===== config.mk =====
export PLATFORM = sky130hd
export DESIGN_NAME = player_ctl_multi
export DESIGN_NICKNAME = d
export VERILOG_FILES = /design/src/rtl/player_ctl_multi.sv
export SDC_FILE = /design/constraint.sdc
export NUM_CORES = 1
export LEC_CHECK = 0
export CAP_MARGIN = 20
export CORE_AREA = 2 2 91 137
export CTS_BUF_LIST = sky130_fd_sc_hd__clkbuf_4
export DETAILED_ROUTE_END_ITERATION = 6
export DIE_AREA = 0 0 93 139
export GPL_TIMING_DRIVEN = 0
export PLACE_DENSITY = 0.86
export SYNTH_ARGS = -nofsm -noshare
export SYNTH_HDL_FRONTEND = slang
export SYNTH_SLANG_ARGS = --single-unit

===== constraint.sdc =====
create_clock -name clk -period 3.7 [get_ports clk]
set_input_delay 0.925 -clock clk [delete_from_list [all_inputs] [get_ports clk]]
set_output_delay 0.925 -clock clk [all_outputs]
set_load 0.02 [all_outputs]

===== src/rtl/player_ctl_multi.sv =====
// Player cannon controller with a pool of independent bullet slots.
// All game state advances on an internally generated tick strobe.
module player_ctl_multi #(
    parameter int SCREEN_W       = 800,
    parameter int SCREEN_H       = 600,
    parameter int PLAYER_WIDTH   = 32,
    parameter int PLAYER_HEIGHT  = 32,
    parameter int BULLET_WIDTH   = 4,
    parameter int BULLET_HEIGHT  = 16,
    parameter int MOVEMENT_SPEED = 5,
    parameter int BULLET_SPEED   = 3,
    parameter int NUM_BULLETS    = 4,
    parameter int TICK_DIV       = 650000,
    parameter int FIRE_COOLDOWN  = 8,
    parameter int AUTO_FIRE      = 0
) (
    input  logic                      clk,
    input  logic                      rst,
    input  logic                      button_left,
    input  logic                      button_right,
    input  logic                      button_shoot,
    input  logic [NUM_BULLETS-1:0]    bullet_hit,
    output logic [11:0]               xpos,
    output logic [12*NUM_BULLETS-1:0] bullet_x,
    output logic [12*NUM_BULLETS-1:0] bullet_y,
    output logic [NUM_BULLETS-1:0]    bullet_active,
    output logic                      shot_fired,
    output logic                      tick
);

    localparam int CW  = (TICK_DIV > 2) ? $clog2(TICK_DIV) : 1;
    localparam int CDW = (FIRE_COOLDOWN > 0) ? $clog2(FIRE_COOLDOWN + 1) : 1;

    localparam logic [11:0] X_MAX    = 12'(SCREEN_W - PLAYER_WIDTH);
    localparam logic [11:0] X_RST    = 12'((SCREEN_W - PLAYER_WIDTH) / 2);
    localparam logic [11:0] MOVE     = 12'(MOVEMENT_SPEED);
    localparam logic [11:0] BSPD     = 12'(BULLET_SPEED);
    localparam logic [11:0] SPAWN_Y  = 12'(SCREEN_H - PLAYER_HEIGHT - BULLET_HEIGHT);
    localparam logic [11:0] SPAWN_DX = 12'(PLAYER_WIDTH / 2 - BULLET_WIDTH / 2);

    logic [CW-1:0]          tick_cnt;
    logic [CDW-1:0]         cooldown;
    logic [NUM_BULLETS-1:0] hit_pend;
    logic                   shoot_req;
    logic                   shoot_prev;
    logic [11:0]            bx_q [NUM_BULLETS];
    logic [11:0]            by_q [NUM_BULLETS];

    logic                   shoot_rise;
    logic                   fire_req;
    logic                   fire;
    logic                   placed;
    logic [NUM_BULLETS-1:0] kill;
    logic [NUM_BULLETS-1:0] active_d;
    logic [11:0]            bx_d [NUM_BULLETS];
    logic [11:0]            by_d [NUM_BULLETS];
    logic [11:0]            xpos_d;
    logic [CDW-1:0]         cooldown_d;

    for (genvar g = 0; g < NUM_BULLETS; g++) begin : g_pack
        assign bullet_x[12*g +: 12] = bx_q[g];
        assign bullet_y[12*g +: 12] = by_q[g];
    end

    // Next-state values, applied only on the tick edge.
    always_comb begin
        // NOTE: every variable gets a default first so no path leaves it unassigned (no latch).
        shoot_rise = button_shoot & ~shoot_prev;
        fire_req   = (AUTO_FIRE != 0) ? button_shoot : (shoot_req | shoot_rise);
        kill       = hit_pend | bullet_hit;
        active_d   = bullet_active;
        bx_d       = bx_q;
        by_d       = by_q;
        xpos_d     = xpos;
        cooldown_d = cooldown;
        placed     = 1'b0;

        for (int i = 0; i < NUM_BULLETS; i++) begin
            if (bullet_active[i]) begin
                if (kill[i])
                    active_d[i] = 1'b0;
                else if (by_q[i] < BSPD)
                    active_d[i] = 1'b0;
                else
                    by_d[i] = by_q[i] - BSPD;
            end
        end

        // Slots freed this tick are already reusable.
        fire = fire_req && (cooldown == '0) && (~active_d != '0);

        for (int i = 0; i < NUM_BULLETS; i++) begin
            if (fire && !active_d[i] && !placed) begin
                active_d[i] = 1'b1;
                bx_d[i]     = xpos + SPAWN_DX;
                by_d[i]     = SPAWN_Y;
                placed      = 1'b1;
            end
        end

        if (button_left && !button_right)
            xpos_d = (xpos >= MOVE) ? xpos - MOVE : 12'd0;
        else if (button_right && !button_left)
            xpos_d = (xpos + MOVE > X_MAX) ? X_MAX : xpos + MOVE;

        if (fire)
            cooldown_d = CDW'(FIRE_COOLDOWN);
        else if (cooldown != '0)
            cooldown_d = cooldown - CDW'(1);
    end

    // NOTE: sequential state uses non-blocking assignments so all flops sample the same pre-edge values.
    always_ff @(posedge clk) begin
        if (rst) begin
            tick_cnt      <= '0;
            tick          <= 1'b0;
            cooldown      <= '0;
            hit_pend      <= '0;
            shoot_req     <= 1'b0;
            shoot_prev    <= 1'b0;
            xpos          <= X_RST;
            bullet_active <= '0;
            shot_fired    <= 1'b0;
            // NOTE: the slot arrays are a handful of flops, not RAM, so they are reset like any other state.
            for (int i = 0; i < NUM_BULLETS; i++) begin
                bx_q[i] <= '0;
                by_q[i] <= '0;
            end
        end else begin
            tick_cnt   <= (tick_cnt == CW'(TICK_DIV - 1)) ? '0 : tick_cnt + CW'(1);
            tick       <= (tick_cnt == CW'(TICK_DIV - 2));
            shoot_prev <= button_shoot;
            shot_fired <= tick && fire;

            if (tick) begin
                hit_pend      <= '0;
                shoot_req     <= 1'b0;
                xpos          <= xpos_d;
                bullet_active <= active_d;
                bx_q          <= bx_d;
                by_q          <= by_d;
                cooldown      <= cooldown_d;
            end else begin
                hit_pend  <= hit_pend | bullet_hit;
                shoot_req <= (AUTO_FIRE == 0) && (shoot_req | shoot_rise);
            end
        end
    end

endmodule


* Word level (Yosys, flattened, before mapping)
Index checks and enable logic that the tools add are counted.
** Operators by class
- Reduce and logical (&&, ||, !) cells :: 42
- Order comparisons :: 6
- Add/subtract/negate cells :: 9
- Mux-type cells :: 41
- Bitwise logic cells :: 5
- Equality and inequality tests :: 10
** Operator list (count)
- $mux W12 :: 20
- $lt A12 B2 Y1 const B :: 4
- $sub A12 B2 Y12 const B :: 4
- $eq A20 B20 Y1 const B :: 2
- $add A20 B1 Y20 const B :: 1
- $mux W1 :: 19
- $ne A2 B1 Y1 const B :: 8
- $reduce_and A4 Y1 :: 4
- $add A12 B3 Y12 const B :: 1
- $add A12 B4 Y12 const B :: 1
- $ge A12 B3 Y1 const B :: 1
- $gt A12 B10 Y1 const B :: 1
- $logic_and A1 B1 Y1 :: 12
- $reduce_and A2 Y1 :: 6
- $reduce_bool A2 Y1 :: 6
- $sub A12 B3 Y12 const B :: 1
- $logic_not A1 Y1 :: 9
- $mux W4 :: 2
- $reduce_bool A4 Y1 :: 2
- $logic_not A4 Y1 :: 1
- $not A4 Y4 :: 1
- $or A4 B4 Y4 :: 1
- $reduce_or A2 Y1 :: 2
- $sub A4 B1 Y4 const B :: 1
- 3 further kinds :: 3
** Storage, ports and cells
- Flip-flop bits (word level) :: 144
- Bits of input ports :: 9

* Logic depth before layout (Yosys ltp)
- Depth in word-level cells :: 19
- Depth in mapped cells :: 9
- Depth with buffers taken out :: 8

* Worst setup path before layout
Ideal clock, no wire load.
- Path kind :: register -> register
- Start point :: register xpos[0]
- End point :: register xpos[3]
- Data required time :: 3.608 ns
- Arrival time :: 2.446 ns
- Library setup time :: 0.092 ns
- Cell stages (with the launch flop) :: 10
- Path buffers :: 1
- Setup slack :: 1.162 ns
- Period minus slack after synthesis :: 2.538 ns
- Cells stage by stage :: dfxtp_1 clkbuf_1 inv_1 ha_1 nor2b_1 nor3_1 a211oi_1 a21oi_1 mux2_2 o32ai_1
** On the way
- Cells in the longest elaborated chain, start to end :: 5
** RTL lines
- start: declaration :: line 23 : output logic [11:0] xpos,
- start signal: assignment :: line 138 : xpos <= xpos_d;
- $add A12 B3 Y12 :: line 104 : xpos_d = (xpos + MOVE > X_MAX) ? X_MAX : xpos + MOVE;
- $gt A12 B10 Y1 :: line 104
- $mux W12 :: line 104
- $mux W12 :: line 103 : else if (button_right && !button_left)
- $mux W12 * :: line 101 : if (button_left && !button_right)
Mark *: on every way between the ends. The rest lies on a longest branch, timed or not. The select of a mux whose other input is x is not followed.
A chain may end at the register's enable or synchronous reset.

* Worst setup path in the final report
- Start point :: register xpos[0]
- End point :: register xpos[11]
Same word-level chain as after synthesis.

==> key figures <==
Placed design
  • Number of port buffers: 122
  • Final GP Congestion: between 0.9 and 1
  • DP Wirelength: ~13000 um
  • Cells after DPL: 1062
  • DP Worst Slack: -0.00803 ns

Critical path
  • Worst reg2reg path depth: 9
  • R2R Setup Slk: approximately 0.5 ns
  • CP max-delay cell: dfxtp_1
  • Most used cell, CP: a21oi_1
  • CP Depth: 9
  • WP data required: 4.18 ns
  • Worst-path fanout max: 9
  • Crit Path Class: flip-flop to flip-flop
  • Worst path top cell family by delay: simple AND/OR/NAND/NOR gates
  • R2r endpoint: xpos[11]
  • CP arrival: about 3.7 ns
  • Setup crit end kind: flip-flop
  • Reg2reg start: xpos[0]
  • Max incr delay on CP: 0.51 ns
  • Startpoint types: flip-flop
  • WP buf/inv: 2
  • Timing startpoint of the critical path: xpos[0]
  • Crit-path cells: clkbuf_1, inv_1, ha_1, nor2b_1, nor3_1, a21oi_1, nand2_1, or4_1, a21oi_1

Floorplanning
  • Die area: 0.0129 sq mm
  • Initial Util: 0.573
  • Core area: between 0.01 and 0.015 sq mm
  • Chip height: about 140 um
  • Die width: 93 um
  • IO Pins: between 100 and 150
  • # rows: a little under 50

Routing
  • Routed WL: approximately 18000 um
  • Starting DRC count in detailed routing: 476
  • DRC: 0
  • Antenna viol nets, final: 0
  • Routed len/inst: between 15 and 20 um
  • Vias: roughly 6500
  • Detailed Routing Iterations Pass 1: 5
  • Vias per std cell: around 6

Global routing
  • First-pass GRT wire length: just under 30000 um
  • Total track usage: 0.283
  • Number of antenna violations at the first check in global routing: 1
  • Vias in the first global route: around 6200
  • Remaining global-route overflow: 0
  • Pin count of the biggest net entering global routing: 17

CTS
  • H-Tree Depth: 4
  • Cts hold-fix bufs: 0
  • Buffer depth of the longest clock path: 2
  • Clock tree from TritonCTS: built
  • CTS resizes: 0
  • Root buffer cell: clkbuf_4
  • Inserted Clock Buffers: 17
  • Setup Buffers After CTS: 0
  • Clock sink count: around 140
  • Clock-pin slew on the worst setup and hold paths: roughly 0.13 ns
  • Worst skew pair latency: approximately 0.56 ns

Yosys
  • Synthesized instance count: around 800
  • Mapped Area: just under 0.007 sq mm
  • Yosys warnings: 0
  • Ys flop type: dfxtp_1
  • EDFF count, synth: 0
  • Async S/R FF share, synth: 0
  • Seq/Total Area, Yosys: 0.427
  • Syn nets: around 810
  • Synth top area share: 0.427
  • Average cell area after synthesis: ~8.6 sq um
  • Cell taking the most area after synthesis: dfxtp_1
  • Yosys cell types: between 60 and 70
  • #FFs+latches synth: between 100 and 150
  • Synth area leaders: dfxtp_1 (43%), nor2_1 (7.1%), a211oi_1 (5.6%)

Min path
  • Hold EP: tick_cnt[0]
  • Min-Delay Path Class: flip-flop to flip-flop
  • Worst hold path depth: 1
  • Hold_sp: tick_cnt[0]

Pwr
  • Total Power: 2.55 mW
  • P_leak: approximately 3 nW
  • Power per cell area: between 300 and 400 mW/mm^2
  • Peak VDD IR: ~0.24 mV

Timing
  • Final worst-path cycle share: 0.861
  • Setup Skew: approximately 0.025 ns
  • Slew margin rel.: 0.341
  • Max Clk Rate: between 300 and 400 MHz
  • Pins Over Slew Limit: 0
  • Final worst path period need: about 3.2 ns
  • # setup viols final: 0
  • Post-route setup slack: between 0.5 and 0.6 ns
  • Unrepaired setup endpoints after global routing: no
  • Hold Violations, Final: 0
  • Worst-margin pin slew: about 0.98 ns

Layout
  • Non-Filler Instances: roughly 1100
  • Post-layout util: 0.715
  • Area growth from synthesis to layout: 24.8%
  • # nets final: 954
  • Commonest non-fill, non-tap cells in the layout: dfxtp_1 (144), nor2_1 (128), clkdlybuf4s50_1 (122), a211oi_1 (50), nand2_1 (46)
  • Most common cell after layout, fill and taps aside: dfxtp_1
  • Layout cells sized above 1: 0.0626

Outcome
  • Status: completed

Run
  • Max cap viols: 0
logic make-up after synthesis:
| family | count (synthesis) | share of synthesized area |
|---|---|---|
| AO/OA/AOI/OAI | 163 | 0.168 |
| XOR/XNOR | 71 | 0.0921 |
| adder cells (fa/ha/maj) | 16 | 0.0297 |
| buffers and inverters | 62 | 0.0382 |
| flip-flops | 144 | 0.427 |
| multiplexers | 8 | 0.0124 |
| AND/OR/NAND/NOR | 323 | 0.232 |
report_power, final:
| group | switching, mW | internal, mW |
|---|---|---|
| clock | 0.635 | 0.285 |
| combinational | 0.0482 | 0.0206 |
| sequential | 0.00508 | 1.56 |
| total | 0.688 | 1.86 |
worst reg2reg max path: stages (launching register included):
cell and delay (ns):
dfxtp_1 0.51, clkbuf_1 0.37, inv_1 0.15, ha_1 0.26, nor2b_1 0.39, nor3_1 0.20
a21oi_1 0.44, nand2_1 0.14, or4_1 0.51, a21oi_1 0.16
per-stage QoR:
step	hold WS [ns]	setup TNS, ns	cell area, sq um
after floorplan	0.430	0	6750
after global placement	0.445	0	8160
after detailed placement	0.459	-0.0198	8160
after CTS	0.478	0	8410
after global routing	0.491	0	8420
final	0.480	0	8420
metal layers:
metal  vias to the layer above  track usage  share of wire
li1                       3098            -              -
met1                      3092        0.324           0.39
met2                       269        0.502           0.52
met3                        49       0.0533          0.062
met4                         0        0.128          0.029
met5                         -            0              0
layout make-up:
type,instances,area (sq um)
inverter,18,67.6
buffer,44,190
timing repair buffer,123,1230
antenna,1,2.50
clock inverter,15,124
clock buffer,17,128
sequential,144,2880
tap,153,191
multi-input combinational,581,3610
fill,960,3350
state kept, by name, indices dropped and copies added, names as in the netlist:
signal,cells
bullet_x,48
shoot_req,1
shoot_prev,1
tick_cnt,20
hit_pend,4
bullet_active,4
shot_fired,1
xpos,12
tick,1
bullet_y,48
cooldown,4
how the worst max path moves through the flow:
stage | end | slack (ns)
2_1_floorplan | xpos[3] | 1.16
3_3_place_gp | bullet_x[34] | 0.05
3_5_place_dp | bullet_x[29] | -0.008
4_1_cts | bullet_x[31] | 0.56
5_1_grt | xpos[3] | 0.33
6_report | xpos[11] | 0.51
synthesized netlist by cell type (4+ instances only):
cell,n
clkbuf_1,27
buf_2,11
nor4_1,16
nand2_1,46
buf_1,4
o21ai_0,16
dfxtp_1,144
a31oi_1,5
nand2b_1,5
nor2_1,128
inv_1,17
nor2b_1,7
nand3_1,25
or3_1,9
ha_1,16
o211ai_1,8
or4_1,10
o31ai_1,4
nor3_1,38
a21oi_1,45
xnor2_1,36
a211oi_1,50
nand4_1,11
mux2i_1,5
and3_1,5
a21o_1,6
xor2_1,35
nor3b_1,6
Power figures use the tool's default switching activity.
